==> config.mk <==
export PLATFORM = sky130hd
export DESIGN_NAME = alu_byte_seq
export DESIGN_NICKNAME = d
export VERILOG_FILES = /design/src/rtl/alu_byte_seq.sv
export SDC_FILE = /design/constraint.sdc
export NUM_CORES = 1
export LEC_CHECK = 0
export ABC_CLOCK_PERIOD_IN_PS = 2200
export BUFFER_PORTS_ARGS = -buffer_cell sky130_fd_sc_hd__buf_2
export CORE_ASPECT_RATIO = 1.1
export CORE_MARGIN = 2
export CORE_UTILIZATION = 47
export CTS_BUF_LIST = sky130_fd_sc_hd__clkbuf_16
export DETAILED_ROUTE_END_ITERATION = 10
export PLACE_DENSITY = 0.76
export SYNTH_ARGS = -nofsm -noshare
export SYNTH_HDL_FRONTEND = slang
export SYNTH_SLANG_ARGS = --single-unit
==> constraint.sdc <==
create_clock -name clk -period 2.2 [get_ports clk]
set_clock_uncertainty 0.05 [all_clocks]
set_input_delay 0.22 -clock clk [delete_from_list [all_inputs] [get_ports clk]]
set_output_delay 0.22 -clock clk [all_outputs]
set_load 0.01 [all_outputs]
==> src/rtl/alu_byte_seq.sv <==
// alu_byte_seq: byte-serial sequencer for a shared 8-bit ALU.
// Builds BYTES*8-bit ADD/SUB/AND/OR/XOR with per-byte carry fix-up passes.
module alu_byte_seq #(
    parameter int BYTES = 2
) (
    input  logic               clk,
    input  logic               rst_n,
    input  logic               req_valid,
    output logic               req_ready,
    input  logic [2:0]         req_op,
    input  logic [BYTES*8-1:0] req_a,
    input  logic [BYTES*8-1:0] req_b,
    output logic               rsp_valid,
    input  logic               rsp_ready,
    output logic [BYTES*8-1:0] rsp_result,
    output logic               rsp_carry,
    output logic               busy,
    output logic [3:0]         alu_select,
    output logic [7:0]         alu_a,
    output logic [7:0]         alu_b,
    input  logic [7:0]         alu_out
);
    localparam int IW = (BYTES > 1) ? $clog2(BYTES) : 1;
    localparam logic [IW-1:0] LAST = IW'(BYTES - 1);

    typedef enum logic [1:0] {IDLE, MAIN, FIX, RESP} state_t;

    state_t               state;
    state_t               state_nxt;
    logic [2:0]           op;
    logic [BYTES-1:0][7:0] a_q;
    logic [BYTES-1:0][7:0] b_q;
    logic [BYTES-1:0][7:0] res_q;
    logic [IW-1:0]        idx;
    logic                 cin;
    logic                 main_c_q;
    logic                 carry_q;

    logic                 is_add;
    logic                 is_sub;
    logic                 is_arith;
    logic                 is_sup;
    logic                 last;
    logic [7:0]           a_i;
    logic [7:0]           b_i;
    logic [7:0]           r_i;
    logic                 main_c;
    logic                 fix_c;
    logic                 byte_c;
    logic [7:0]           byte_d;

    assign is_add   = (op == 3'd0);
    assign is_sub   = (op == 3'd1);
    assign is_arith = is_add | is_sub;
    assign is_sup   = (op <= 3'd4);
    assign last     = (idx == LAST);
    assign a_i      = a_q[idx];
    assign b_i      = b_q[idx];
    assign r_i      = res_q[idx];

    assign req_ready  = (state == IDLE);
    assign busy       = (state != IDLE);
    assign rsp_valid  = (state == RESP);
    assign rsp_result = res_q;
    assign rsp_carry  = carry_q;

    // State register
    always_ff @(posedge clk or negedge rst_n) begin
        if (!rst_n) state <= IDLE;
        else        state <= state_nxt;
    end

    // Next state, ALU drive and per-byte carry derivation
    always_comb begin
        state_nxt  = state;
        alu_select = 4'd0;
        alu_a      = 8'h00;
        alu_b      = 8'h00;
        main_c     = 1'b0;
        fix_c      = 1'b0;
        byte_c     = 1'b0;
        byte_d     = 8'h00;
        unique case (state)
            IDLE: begin
                if (req_valid) state_nxt = MAIN;
            end
            MAIN: begin
                if (is_sup) begin
                    alu_select = {1'b0, op};
                    alu_a      = a_i;
                    alu_b      = b_i;
                    byte_d     = alu_out;
                end
                main_c = (is_add && (alu_out < a_i)) ||
                         (is_sub && (a_i < b_i));
                byte_c = main_c;
                if (is_arith && cin) state_nxt = FIX;
                else if (last)       state_nxt = RESP;
                else                 state_nxt = MAIN;
            end
            FIX: begin
                alu_select = {1'b0, op};
                alu_a      = r_i;
                alu_b      = 8'h01;
                byte_d     = alu_out;
                fix_c      = is_add ? (alu_out == 8'h00)
                                    : (alu_out == 8'hFF);
                byte_c     = main_c_q | fix_c;
                state_nxt  = last ? RESP : MAIN;
            end
            RESP: begin
                if (rsp_ready) state_nxt = IDLE;
            end
        endcase
    end

    // Operand capture, result bytes and carry chain
    always_ff @(posedge clk or negedge rst_n) begin
        if (!rst_n) begin
            op       <= 3'd0;
            a_q      <= '0;
            b_q      <= '0;
            res_q    <= '0;
            idx      <= '0;
            cin      <= 1'b0;
            main_c_q <= 1'b0;
            carry_q  <= 1'b0;
        end else begin
            unique case (state)
                IDLE: begin
                    if (req_valid) begin
                        op      <= req_op;
                        a_q     <= req_a;
                        b_q     <= req_b;
                        res_q   <= '0;
                        idx     <= '0;
                        cin     <= 1'b0;
                        carry_q <= 1'b0;
                    end
                end
                MAIN: begin
                    res_q[idx] <= byte_d;
                    if (state_nxt == FIX) begin
                        main_c_q <= main_c;
                    end else begin
                        cin <= byte_c;
                        if (last) carry_q <= byte_c;
                        else      idx     <= idx + 1'b1;
                    end
                end
                FIX: begin
                    res_q[idx] <= byte_d;
                    cin        <= byte_c;
                    if (last) carry_q <= byte_c;
                    else      idx     <= idx + 1'b1;
                end
                RESP: begin
                end
            endcase
        end
    end
endmodule

==> impl_results.md <==
- CP arrival: 2.42 ns
- Residual DRC: 0
- Status: finished with violations
- Drt initial violations: 184
- Critical setup path kind: flop to flop
- Crit path cell chain: buf_6 -> mux2i_2 -> inv_2 -> ha_4 -> nand2_1 -> a211o_1 -> a31oi_2 -> o32ai_2 -> o21ai_2 -> o31ai_1
- Worst slew pin tran: 0.641 ns
- Gr ovfl total: 0
- Die H: 89.2 um
- WL per Instance: 17.8 um
- Hold Fails Final Rpt: 0
- Synth Area in XOR/XNOR: 0
- DP HPWL: 5.79 mm
- Critical Path RT: 2.35 ns
- Initial antenna violation count: 0
- Largest net degree at the start of global routing: 36
- Max-slew headroom: 0.573
- CTS root buffer: clkbuf_16
- Worst skew pair latency: 0.32 ns
- DRT Pass-1 Iters: 5
- Largest family of logic cells by synthesized area: multiplexers
- Power density over cell area: 1800 nW/um2
- Die ar.: 7260 um2
- Critical Path Source Type: flop
- Ranking of synthesized cells by area: dfrtp_1, mux2_2, mux2i_1
- Placed instance count: 448
- RSZ-0062 raised after global routing: yes
- CP max FO: 6
- Core area: 6480 um2
- Synth warn: 0
- Synth Register Bits: 57
- Clk slew on worst S/H paths: 0.05 ns
- GRT Util Overall: 0.235
- Fill cells: 477
- Total power after layout: 7.69 mW
- Lkg Pwr: 2.08 nW
- Cells after synthesis: 275
- Ports: 87
- Kind of end point of the critical path: flop
- CTS Sinks: 57
- Synth Area in Simple Gates: 0.0706
- Final Critical Period: 2.27 ns
- Mux contribution to synthesized area: 0.205
- Vias in the first global route: 2599
- Synthesized-area fraction occupied by adder cells: 0.0727
- Synth top area share: 0.460
- Hold Crit Class: input port to flop
- MaxCap Viol Count: 0
- Site Rows: 31
- Synthesized area: 3100 um2
- Max Freq: 0.441 GHz
- Slowest stage delay, CP: 0.43 ns
- Fraction of layout cells with a size suffix above 1: 0.494
- Layout net count: 446
- Area leader, netlist: dfrtp_1
- IO buf count: 85
- Final cell count without fillers: 467
- Final wirelength: 8.30 mm
- Layout Utilization: 0.659
- Max Root-Sink Buffers: 2
- Final critical-path share of the clock period: 1.03
- Synth cell types: 34
- CP max stage cell: dfrtp_2
- Detail Route Antenna Nets: 0
- Syn nets: 340
- CTS tree: done
- Placer Congestion: 0.880
- Hold_ws: 0.0769 ns
- Die width: 81.4 um
- Area grow syn2layout: 37.7%
- DP Worst Slack: -0.142 ns
- Post-synthesis compound-gate area fraction: 0.149
- Failing checks: setup timing
- Footprint of the multi-input gates: 1760 um2
- Starting Density: 0.478
- DR vias: 2690
- Reg area: 1430 um2
- Setup ws final: -0.0665 ns
- Vias per inst: 5.76
- Ant. Diodes: 0
- Global-route wire length before repair: 12.7 mm
- Peak VDD IR: 0.000795 V
- Finish-stage setup viols: 3
- H-tree levels: 3
- Number of buffers created by CTS: 9
- Slew Limit Fails: 0
- Avg Inst Size Synth: 11.3 um2
- Post-synthesis sequential area ratio: 0.460
worst max-delay path, delay by kind of cell (launching register included):
family          cells  cell delay (ns)
fa+ha+maj           1             0.27
mux                 1             0.26
flops               1             0.43
simple gates        1             0.05
buf+inv             2             0.24
compound gates      5             0.84
sequential cells by signal, summed over array words and instances (netlist names):
| register | count |
|---|---|
| main_c_q | 1 |
| cin | 1 |
| a_q | 16 |
| b_q | 16 |
| state | 2 |
| idx | 1 |
| rsp_carry | 1 |
| op | 3 |
| rsp_result | 16 |
stage by stage:
| stage | setup TNS [ns] | cell area (um2) |
|---|---|---|
| global placement | -0.127 | 3720 |
| floorplan | -0.0203 | 3120 |
| detailed placement | -0.269 | 3720 |
| CTS | -0.328 | 4120 |
| global route | -0.512 | 4270 |
| finish | -0.187 | 4270 |
path summary, 6_finish.rpt:
kind	slack, ns	to	depth (start not counted)	start
min in group asynchronous	0.40	rsp_result[11]	2	rst_n
hold reg to reg	0.46	b_q[12]	1	b_q[12]
setup reg to reg	-0.07	cin	10	idx
max in group asynchronous	1.10	b_q[10]	3	rst_n
setup / recovery	-0.07	cin	10	idx
hold / removal	0.08	op[2]	2	req_op[2]
layout make-up:
cell class	count	share of cell area
Clock buffer	9	0.0528
Tap cell	82	0.0240
Inverter	18	0.0158
Multi-Input combinational cell	189	0.412
Clock inverter	6	0.0120
Sequential cell	57	0.335
Timing Repair Buffer	106	0.149
cells in the final DEF (no fill, tap or decap), types with 5 or more instances in the layout:
master      n
buf_4      14
o211ai_1    5
mux2i_2     6
clkbuf_16   9
ha_1       11
nand2_1    14
mux2i_4     5
dfrtp_1    56
mux2i_1    12
ha_4        6
nor2_1     16
a21oi_1     5
buf_2      85
o21ai_0     8
o22ai_1     8
inv_1      17
a22o_1     16
mux2_2     36
report_power, final:
group | total (mW) | internal (mW) | switching [mW]
Clock | 1.30 | 0.851 | 0.447
Sequential | 2.06 | 1.58 | 0.478
Combinational | 4.33 | 2.15 | 2.18
Total | 7.69 | 4.58 | 3.11
repair_timing:
action / 4_1_cts / 5_1_grt
pin swaps: 9 / 12
endpoints found under the hold margin: 26 / 0
gates resized for setup: 17 / 29
buffers inserted: 3 / 0
endpoints found under the setup margin: 6 / 18
hold buffers: 1 / 0
kinds of logic after synthesis:
family | count (synthesis)
AOI/OAI and AO/OA | 65
muxes | 59
DFF | 57
and+or+nand+nor | 46
buffers and inverters | 29
adders and majority gates | 18
other | 1
synthesized netlist by cell type:
| cell type | count |
|---|---|
| nor2_2 | 3 |
| buf_2 | 7 |
| nand2b_1 | 1 |
| clkbuf_1 | 1 |
| a211oi_1 | 2 |
| nor2_1 | 16 |
| nand3b_1 | 1 |
| o31ai_1 | 4 |
| nand4_1 | 3 |
| o21ai_1 | 2 |
| o22ai_1 | 8 |
| nor2b_1 | 2 |
| a31oi_1 | 3 |
| a22o_1 | 16 |
| o32ai_1 | 1 |
| mux2i_1 | 23 |
| mux2_2 | 36 |
| buf_4 | 3 |
| a311oi_2 | 1 |
| o21ai_0 | 11 |
| and3_1 | 1 |
| a21oi_1 | 7 |
| o211ai_1 | 5 |
| nand2_1 | 14 |
| conb_1 | 1 |
| a2111oi_0 | 1 |
| o211a_1 | 1 |
| nor4_1 | 3 |
| inv_1 | 18 |
| and2_1 | 1 |
| a211o_1 | 3 |
| ha_1 | 18 |
| dfrtp_1 | 57 |
| and3_4 | 1 |
layer usage:
metal | GRT usage | part of all wire | routed length [um] | vias to the layer above
met3 | 0.0566 | 0.076 | 629 | 16
li1 | - | - | - | 1232
met2 | 0.386 | 0.51 | 4200 | 122
met4 | 0.0924 | 0.019 | 158 | 0
met1 | 0.301 | 0.40 | 3310 | 1320
met5 | 0 | 0 | 0 | -
No activity file was read; power rests on OpenSTA's default activity.
